File: config.mk
export PLATFORM = sky130hd
export DESIGN_NAME = unified_memory_arbiter_flat
export DESIGN_NICKNAME = d
export VERILOG_FILES = /design/src/rtl/unified_memory_arbiter_if.sv /design/src/rtl/unified_memory_arbiter.sv /design/src/flat_wrapper.sv
export SDC_FILE = /design/constraint.sdc
export NUM_CORES = 1
export LEC_CHECK = 0
export BUFFER_PORTS_ARGS = -buffer_cell sky130_fd_sc_hd__clkbuf_2
export CORE_UTILIZATION = 40
export DETAILED_ROUTE_END_ITERATION = 6
export PLACE_DENSITY_LB_ADDON = 0.3
export SYNTH_ARGS = -nofsm -noshare
export SYNTH_HDL_FRONTEND = slang
export SYNTH_SLANG_ARGS = --single-unit
File: constraint.sdc
create_clock -name clk -period 2.5 [get_ports clk]
set_input_delay 0.125 -clock clk [delete_from_list [all_inputs] [get_ports clk]]
set_output_delay 0.125 -clock clk [all_outputs]
set_load 0.05 [all_outputs]
File: src/rtl/unified_memory_arbiter_if.sv
// Pipeline-side and RAM-side signals of the unified memory arbiter.
// slave is the arbiter's view; master is the environment (pipeline stages + RAM).
interface unified_memory_arbiter_if #(
  parameter int ADDR_W = 10
);
  logic              if_req;
  logic [31:0]       if_addr;
  logic [31:0]       if_rdata;
  logic              if_ready;
  logic              mem_read;
  logic              mem_write;
  logic [31:0]       mem_addr;
  logic [31:0]       mem_wdata;
  logic [31:0]       mem_rdata;
  logic              mem_ready;
  logic              stall_if;
  logic              stall_mem;
  logic              ram_en;
  logic              ram_we;
  logic [ADDR_W-1:0] ram_addr;
  logic [31:0]       ram_wdata;
  logic [31:0]       ram_rdata;

  modport slave (
    input  if_req, if_addr, mem_read, mem_write, mem_addr, mem_wdata, ram_rdata,
    output if_rdata, if_ready, mem_rdata, mem_ready, stall_if, stall_mem,
           ram_en, ram_we, ram_addr, ram_wdata
  );

  modport master (
    output if_req, if_addr, mem_read, mem_write, mem_addr, mem_wdata, ram_rdata,
    input  if_rdata, if_ready, mem_rdata, mem_ready, stall_if, stall_mem,
           ram_en, ram_we, ram_addr, ram_wdata
  );
endinterface

File: src/rtl/unified_memory_arbiter.sv
// Shares one fixed-latency word RAM between the IF and MEM pipeline stages,
// one access in flight, with a bounded MEM run before IF is forced a grant.
module unified_memory_arbiter #(
  parameter int LATENCY     = 2,
  parameter int ADDR_W      = 10,
  parameter int MAX_MEM_RUN = 4
) (
  input logic                     clk,
  input logic                     rst_n,
  unified_memory_arbiter_if.slave bus
);
  localparam int unsigned RUN_W = $clog2(MAX_MEM_RUN + 1);
  localparam logic [RUN_W-1:0] RUN_MAX  = RUN_W'(MAX_MEM_RUN);
  localparam logic [3:0]       LAT_INIT = 4'(LATENCY);

  typedef enum logic [1:0] {IDLE, WAIT_IF, WAIT_MEM, RESP} state_t;

  state_t            state;
  logic [3:0]        lat_cnt;
  logic [RUN_W-1:0]  run_cnt;
  logic              acc_write;
  logic [31:0]       if_rdata_q;
  logic [31:0]       mem_rdata_q;
  logic              if_ready_q;
  logic              mem_ready_q;
  logic              ram_en_q;
  logic              ram_we_q;
  logic [ADDR_W-1:0] ram_addr_q;
  logic [31:0]       ram_wdata_q;

  logic mem_pend;
  logic grant_mem;
  logic unused_addr_bits;

  assign mem_pend  = bus.mem_read | bus.mem_write;
  assign grant_mem = mem_pend & ~(bus.if_req & (run_cnt == RUN_MAX));

  assign unused_addr_bits = ^{bus.if_addr[31:ADDR_W+2], bus.if_addr[1:0],
                              bus.mem_addr[31:ADDR_W+2], bus.mem_addr[1:0]};

  always_ff @(posedge clk or negedge rst_n) begin
    if (!rst_n) begin
      state       <= IDLE;
      lat_cnt     <= '0;
      run_cnt     <= '0;
      acc_write   <= 1'b0;
      if_rdata_q  <= '0;
      mem_rdata_q <= '0;
      if_ready_q  <= 1'b0;
      mem_ready_q <= 1'b0;
      ram_en_q    <= 1'b0;
      ram_we_q    <= 1'b0;
      ram_addr_q  <= '0;
      ram_wdata_q <= '0;
    end else begin
      ram_en_q <= 1'b0;
      ram_we_q <= 1'b0;
      case (state)
        IDLE: begin
          if (grant_mem) begin
            state       <= WAIT_MEM;
            ram_en_q    <= 1'b1;
            ram_we_q    <= bus.mem_write;
            acc_write   <= bus.mem_write;
            ram_addr_q  <= bus.mem_addr[ADDR_W+1:2];
            ram_wdata_q <= bus.mem_wdata;
            lat_cnt     <= LAT_INIT;
            if (run_cnt != RUN_MAX) run_cnt <= run_cnt + 1'b1;
          end else if (bus.if_req) begin
            state       <= WAIT_IF;
            ram_en_q    <= 1'b1;
            acc_write   <= 1'b0;
            ram_addr_q  <= bus.if_addr[ADDR_W+1:2];
            ram_wdata_q <= '0;
            lat_cnt     <= LAT_INIT;
            run_cnt     <= '0;
          end else begin
            run_cnt <= '0;
          end
        end
        WAIT_IF: begin
          lat_cnt <= lat_cnt - 1'b1;
          if (lat_cnt == 4'd1) begin
            if_rdata_q <= bus.ram_rdata;
            if_ready_q <= 1'b1;
            state      <= RESP;
          end
        end
        WAIT_MEM: begin
          lat_cnt <= lat_cnt - 1'b1;
          if (lat_cnt == 4'd1) begin
            if (!acc_write) mem_rdata_q <= bus.ram_rdata;
            mem_ready_q <= 1'b1;
            state       <= RESP;
          end
        end
        RESP: begin
          // Requests still high here are the ones being retired; IDLE re-evaluates next edge.
          if_ready_q  <= 1'b0;
          mem_ready_q <= 1'b0;
          state       <= IDLE;
        end
        default: state <= IDLE;
      endcase
    end
  end

  assign bus.if_rdata  = if_rdata_q;
  assign bus.mem_rdata = mem_rdata_q;
  assign bus.if_ready  = if_ready_q;
  assign bus.mem_ready = mem_ready_q;
  assign bus.ram_en    = ram_en_q;
  assign bus.ram_we    = ram_we_q;
  assign bus.ram_addr  = ram_addr_q;
  assign bus.ram_wdata = ram_wdata_q;

  assign bus.stall_mem = mem_pend & ~mem_ready_q;
  assign bus.stall_if  = (bus.if_req & ~if_ready_q) | bus.stall_mem;
endmodule
File: src/flat_wrapper.sv
// flat-port wrapper written by rule: the top's interface ports become plain ports
module unified_memory_arbiter_flat 
#(
  parameter int LATENCY     = 2,
  parameter int ADDR_W      = 10,
  parameter int MAX_MEM_RUN = 4
)
  (clk, rst_n, bus_if_req, bus_if_addr, bus_mem_read, bus_mem_write, bus_mem_addr, bus_mem_wdata, bus_ram_rdata, bus_if_rdata, bus_if_ready, bus_mem_rdata, bus_mem_ready, bus_stall_if, bus_stall_mem, bus_ram_en, bus_ram_we, bus_ram_addr, bus_ram_wdata);
  unified_memory_arbiter_if #(.ADDR_W(ADDR_W)) bus_i ();
  input logic clk;
  input logic rst_n;
  input wire logic [$bits(bus_i.if_req)-1:0] bus_if_req;
  input wire logic [$bits(bus_i.if_addr)-1:0] bus_if_addr;
  input wire logic [$bits(bus_i.mem_read)-1:0] bus_mem_read;
  input wire logic [$bits(bus_i.mem_write)-1:0] bus_mem_write;
  input wire logic [$bits(bus_i.mem_addr)-1:0] bus_mem_addr;
  input wire logic [$bits(bus_i.mem_wdata)-1:0] bus_mem_wdata;
  input wire logic [$bits(bus_i.ram_rdata)-1:0] bus_ram_rdata;
  output wire logic [$bits(bus_i.if_rdata)-1:0] bus_if_rdata;
  output wire logic [$bits(bus_i.if_ready)-1:0] bus_if_ready;
  output wire logic [$bits(bus_i.mem_rdata)-1:0] bus_mem_rdata;
  output wire logic [$bits(bus_i.mem_ready)-1:0] bus_mem_ready;
  output wire logic [$bits(bus_i.stall_if)-1:0] bus_stall_if;
  output wire logic [$bits(bus_i.stall_mem)-1:0] bus_stall_mem;
  output wire logic [$bits(bus_i.ram_en)-1:0] bus_ram_en;
  output wire logic [$bits(bus_i.ram_we)-1:0] bus_ram_we;
  output wire logic [$bits(bus_i.ram_addr)-1:0] bus_ram_addr;
  output wire logic [$bits(bus_i.ram_wdata)-1:0] bus_ram_wdata;
  assign bus_i.if_req = bus_if_req;
  assign bus_i.if_addr = bus_if_addr;
  assign bus_i.mem_read = bus_mem_read;
  assign bus_i.mem_write = bus_mem_write;
  assign bus_i.mem_addr = bus_mem_addr;
  assign bus_i.mem_wdata = bus_mem_wdata;
  assign bus_i.ram_rdata = bus_ram_rdata;
  assign bus_if_rdata = bus_i.if_rdata;
  assign bus_if_ready = bus_i.if_ready;
  assign bus_mem_rdata = bus_i.mem_rdata;
  assign bus_mem_ready = bus_i.mem_ready;
  assign bus_stall_if = bus_i.stall_if;
  assign bus_stall_mem = bus_i.stall_mem;
  assign bus_ram_en = bus_i.ram_en;
  assign bus_ram_we = bus_i.ram_we;
  assign bus_ram_addr = bus_i.ram_addr;
  assign bus_ram_wdata = bus_i.ram_wdata;
  unified_memory_arbiter #(.LATENCY(LATENCY), .ADDR_W(ADDR_W), .MAX_MEM_RUN(MAX_MEM_RUN)) u_core (.clk(clk), .rst_n(rst_n), .bus(bus_i));
endmodule
==> flow_summary_export.csv, run 1 <==
group,metric,value,unit
run_status,status,"completed",
timing,finalHoldViolCount,0,
place,place_hpwl,8020,um
routing,wl_per_cell,16.70,um
place,place_worst_setup_slack,0.3650,ns
logic_synthesis,ys_types,39,
clock_network,clk_latency,0.41,ns
timing,period_needed,2.116,ns
worst_setup_path,worst_ep_arrival_time,2.41,ns
logic_synthesis,syn_avg_cell_area,14.11,um^2
logic_synthesis,synth_top_cell_by_area,"dfrtp_1",
logic_synthesis,syn_nets,498,
timing,worstMarginPinSlew,1.078,ns
finish,num-fill-cells,976,
finish,drive_above_1_share,0.4845,
job,drv_cap,0,
routing,ant_nets,0,
clock_network,ctsRootBufferMaster,"clkbuf_16",
grt,grt_pass1_vias,4190,
logic_synthesis,syn_inst,357,
grt,antenna_found_initial,0,
logic_synthesis,synth_warnings,0,
floorplanning,dieArea,13050,um^2
place,port_buffers,200,
pwr,p_leak,3.751,nW
timing,layout_worst_path_cycle_share,0.8464,
floorplanning,num_rows,40,
routing,drt_pass1_iterations,4,
timing,fmax,472.6,MHz
routing,drc,0,
finish,final_area,7483,um^2
grt,track_usage,0.2157,
logic_synthesis,ys.flop_type,"dfrtp_1",
logic_synthesis,synth_edf_count,0,
finish,nNetsFinal,774,
routing,viasPerCell,5.026,
grt,grt_max_degree,121,
logic_synthesis,synthTopCellsByCount,"dfrtp_1 (120), mux2_2 (35), a22o_1 (33)",
finish,area_growth,48.52,%
clock_network,numCtsBuffers,17,
logic_synthesis,yosys-top-cells-area,"dfrtp_1 (60%), mux2_4 (8.9%), mux2_2 (7.8%)",
floorplanning,die_h,114.2,um
worst_setup_path,crit_fanout,20,
worst_setup_path,start_kind,"register",
logic_synthesis,synthArstFlopShare,1.000,
timing,slew_headroom,0.2788,
worst_setup_path,required,2.80,ns
finish,multi_input_area,1869,um^2
place,dpl_cell_area,6208,um^2
pwr,ir_worst_vdd,0.0008061,V
floorplanning,io_pins,245,
logic_synthesis,synth-seq-cells,120,
clock_network,cts.sinks,120,
finish,ff_latch_area,3003,um^2
min_path,hold_path.class,"in2reg",
grt,grt_pass1_wl,21430,um
timing,rsz0062_at_grt,"no",
pwr,power_density,1617,nW/um^2
finish,antenna_cells,0,
logic_synthesis,syn_area,5039,um^2
floorplanning,coreArea,12160,um^2
place,routabilityCongestion,0.7601,
clock_network,cts_tree,"built",
timing,tns,0,ns
logic_synthesis,ys_seq_area_frac,0.5960,
logic_synthesis,yosysTopAreaCellShare,0.5960,
timing,finalSetupViolations,0,
routing,wl,13590,um
routing,vias,4091,
worst_setup_path,crit_path_end_kind,"register",
floorplanning,die_w,114.2,um
timing,skew,0.01025,ns
clock_network,clk_pin_slew,0.06,ns
floorplanning,start_util,0.4143,
clock_network,cts_max_path_buffers,2,
clock_network,htree_num_levels,4,
worst_setup_path,worstSetupPathType,"reg2reg",
grt,grt_overflow_total,0,
timing,worst_slack,0.3840,ns
timing,slew_viol_final,0,
logic_synthesis,yosysMostFrequentCell,"dfrtp_1",
routing,drtIter0Drc,219,
-- state kept, by name, indices dropped and copies added (netlist names) --
register              count
u_core.state              2
u_core.acc_write          1
u_core.lat_cnt            4
u_core.bus.mem_rdata     32
u_core.bus.mem_ready      1
u_core.bus.if_ready       1
u_core.bus.ram_en         1
u_core.bus.if_rdata      32
u_core.run_cnt            3
u_core.bus.ram_we         1
u_core.bus.ram_addr      10
u_core.bus.ram_wdata     32
-- area by class of cell --
class / count / share of cell area
multi-input cells: 202 / 0.2498
well taps: 168 / 0.02809
inverters: 10 / 0.005016
clock inverters: 12 / 0.01037
clock buffers: 20 / 0.06103
repair buffers: 282 / 0.2444
flip-flops and latches: 120 / 0.4013
-- cells in the final DEF (no fill, tap or decap), drive strengths merged, types with 2 or more instances in the layout --
cell type | synthesis | routed
mux2 | 65 | 65
mux2i | 2 | 2
ha | 8 | 8
nand2 | 3 | 3
or3b | 2 | 2
clkinvlp | 0 | 4
dlygate4sd3 | 0 | 74
o21a | 10 | 10
o21ai | 17 | 17
inv | 10 | 11
o31a | 2 | 2
clkbuf | 5 | 219
o31ai | 4 | 4
a21oi | 24 | 24
clkinv | 0 | 7
a22o | 33 | 33
nor2 | 14 | 14
buf | 20 | 9
dfrtp | 120 | 120
and3 | 2 | 2
o22ai | 2 | 2
-- critical path: stages (launching register included) --
cell      delay [ns]
dfrtp_1         0.39
inv_1           0.10
ha_1            0.19
nor3b_4         0.31
nand3b_4        0.38
buf_4           0.31
mux2_4          0.30
-- where the power goes --
part | internal, mW | switching, mW | total (mW)
combinational | 1.86 | 4.54 | 6.40
sequential | 2.90 | 0.612 | 3.52
clock | 1.31 | 0.879 | 2.19
total | 6.07 | 6.03 | 12.1
-- metrics by stage --
stage          power (mW)  utilization  hold WS, ns  std cells
2_1_floorplan       8.285            -      -0.1706        357
3_3_place_gp        9.619       0.5105       0.2699        708
3_5_place_dp        9.766       0.5105       0.2795        708
4_1_cts             12.10       0.6153      0.02029        814
5_1_grt             12.67       0.6153      0.01077        814
6_report            12.10       0.6153      0.04384        814
-- cells by family (layout without fill, tap and decap cells) --
| kind of cell | after synthesis | after routing | share of synthesized area |
|---|---|---|---|
| flops | 120 | 120 | 0.5960 |
| compound gates | 98 | 98 | 0.1381 |
| mux | 67 | 67 | 0.1716 |
| buf+inv | 35 | 324 | 0.03600 |
| simple gates | 29 | 29 | 0.03849 |
| fa+ha+maj | 8 | 8 | 0.01987 |
-- layer usage --
layer	vias up	share of wire	GRT usage
li1	1858	-	-
met1	2020	0.41	0.2559
met2	189	0.50	0.3584
met3	24	0.069	0.06935
met4	0	0.021	0.09610
met5	-	0	0
-- path summary, 6_finish.rpt --
kind	from	endpoint	slack, ns	cells after the start
worst max-delay path	u_core.lat_cnt[1]	u_core.bus.mem_rdata[20]	0.38	6
worst min-delay path	bus_if_addr[10]	u_core.bus.ram_addr[8]	0.04	3
worst max register to register	u_core.lat_cnt[1]	u_core.bus.mem_rdata[20]	0.38	6
worst min register to register	u_core.bus.ram_wdata[5]	u_core.bus.ram_wdata[5]	0.50	1
max in group asynchronous	rst_n	u_core.bus.ram_addr[0]	1.68	3
min in group asynchronous	rst_n	u_core.bus.mem_rdata[4]	0.35	3
-- what timing repair did --
action | in CTS | in global routing
buffers inserted | 0 | 0
gates resized for setup | 0 | 0
hold buffers | 74 | 0
hold endpoints to repair | 225 | 0
No activity file was read; power rests on OpenSTA's default activity.
==> inputs of run 2 (changes only) <==
==> constraint.sdc (replaced) <==
create_clock -name clk -period 1.78 [get_ports clk]
set_input_delay 0.089 -clock clk [delete_from_list [all_inputs] [get_ports clk]]
set_output_delay 0.089 -clock clk [all_outputs]
set_load 0.05 [all_outputs]
==> flow_summary_export.csv, run 2 (same netlist as run 1, synthesis figures left out) <==
group,metric,value,unit
run_status,status,"completed",
timing,rsz0062_at_grt,"yes",
pwr,power,17.88,mW
worst_setup_path,worst_ep_arrival_time,2.02,ns
pwr,ir_worst_vdd,0.001187,V
finish,final_cells,835,
pwr,p_leak,3.965,nW
clock_network,ctsRootBufferMaster,"clkbuf_16",
timing,hold_ws,0.08255,ns
place,port_buffers,200,
clock_network,numCtsBuffers,17,
timing,slew_viol_final,0,
place,dp.cells,718,
worst_setup_path,worstSetupPathType,"reg2reg",
routing,viasPerCell,4.911,
finish,antenna_cells,0,
place,dpl_cell_area,6346,um^2
routing,wl_per_cell,16.64,um
worst_setup_path,start_kind,"register",
grt,grt_max_degree,50,
clock_network,htree_num_levels,4,
place,routabilityCongestion,0.7751,
timing,slew_headroom,0.3855,
place,place_worst_setup_slack,-0.03855,ns
timing,worstMarginPinSlew,0.9183,ns
clock_network,clk_pin_slew,0.06,ns
floorplanning,die_w,114.2,um
floorplanning,io_pins,245,
timing,finalSetupViolations,0,
worst_setup_path,required,2.07,ns
min_path,hold_path.class,"in2reg",
routing,vias,4101,
grt,grt_pass1_wl,21510,um
finish,final_area,7886,um^2
floorplanning,die_h,114.2,um
place,place_hpwl,8358,um
timing,finalHoldViolCount,0,
clock_network,cts.sinks,120,
finish,multi_input_area,1914,um^2
floorplanning,coreArea,12160,um^2
pwr,power_density,2267,nW/um^2
routing,drc,0,
routing,ant_nets,0,
floorplanning,num_rows,40,
worst_setup_path,crit_path_end_kind,"register",
timing,tns,0,ns
finish,final_cell_mix,"clkbuf_2 (199), dfrtp_1 (120), dlygate4sd3_1 (75)",
finish,drive_above_1_share,0.5052,
worst_setup_path,crit_fanout,7,
finish,fin_util,0.6485,
grt,track_usage,0.2170,
grt,antenna_found_initial,0,
finish,num-fill-cells,907,
timing,fmax,576.9,MHz
routing,drtIter0Drc,246,
timing,layout_worst_path_cycle_share,0.9737,
finish,nNetsFinal,796,
floorplanning,start_util,0.4143,
clock_network,clk_latency,0.41,ns
floorplanning,dieArea,13050,um^2
finish,ff_latch_area,3003,um^2
routing,wl,13890,um
grt,grt_overflow_total,0,
finish,layout_commonest_cell,"clkbuf_2",
grt,grt_pass1_vias,4315,
clock_network,cts_max_path_buffers,2,
finish,area_growth,56.52,%
routing,drt_pass1_iterations,5,
clock_network,cts_tree,"built",
timing,worst_slack,0.04674,ns
timing,skew,0.007894,ns
timing,period_needed,1.733,ns
job,drv_cap,0,
-- run 2: cell count changes in the layout (fill, tap and decap cells not counted), sizes merged --
| cell | delta |
|---|---|
| buf | +19 |
| bufinv | +4 |
| clkinvlp | -2 |
| bufbuf | +1 |
| clkinv | -1 |
| dlygate4sd3 | +1 |
| inv | -1 |
-- run 2: routing by layer --
| layer | GRT usage | part of all wire | vias up |
|---|---|---|---|
| li1 | - | - | 1891 |
| met1 | 0.2475 | 0.41 | 2014 |
| met2 | 0.3770 | 0.52 | 174 |
| met3 | 0.07411 | 0.059 | 22 |
| met4 | 0.07965 | 0.014 | 0 |
| met5 | 0 | 0 | - |
-- run 2: final timing paths --
path / start / to / slack, ns / cells after the start
worst min-delay path: bus_mem_addr[9] / u_core.bus.ram_addr[7] / 0.08 / 4
min in group asynchronous: rst_n / u_core.bus.if_rdata[20] / 0.19 / 2
max in group asynchronous: rst_n / u_core.bus.ram_wdata[28] / 0.95 / 3
worst max register to register: u_core.lat_cnt[1] / u_core.bus.if_rdata[5] / 0.05 / 6
worst min register to register: u_core.bus.ram_wdata[1] / u_core.bus.ram_wdata[1] / 0.50 / 1
worst max-delay path: u_core.lat_cnt[1] / u_core.bus.if_rdata[5] / 0.05 / 6
-- run 2: worst max-delay path: stages (launching register included) --
cell and delay (ns):
dfrtp_1 0.38, inv_2 0.08, ha_4 0.13, nor4bb_4 0.32, buf_4 0.21, clkbuf_16 0.16
mux2_2 0.33
-- run 2: area by class of cell --
type	instances	area share
Sequential cell	120	0.3808
Timing Repair Buffer	304	0.2665
Multi-Input combinational cell	202	0.2427
Clock buffer	19	0.05616
Tap cell	168	0.02665
Clock inverter	12	0.02237
Inverter	10	0.004760
-- run 2: repair_timing --
| action | CTS | global route |
|---|---|---|
| setup endpoints to repair | 51 | 61 |
| endpoints found under the hold margin | 141 | 2 |
| resized for setup | 0 | 13 |
| hold buffers | 74 | 1 |
| pin swaps | 2 | 2 |
| buffers inserted | 4 | 5 |
| cloned | 1 | 1 |
-- run 2: power by group --
group	leakage, nW	total, mW	internal, mW	switching (mW)
Sequential	1.43	4.94	4.08	0.861
Clock	0.299	3.58	2.37	1.21
Combinational	2.23	9.36	2.91	6.45
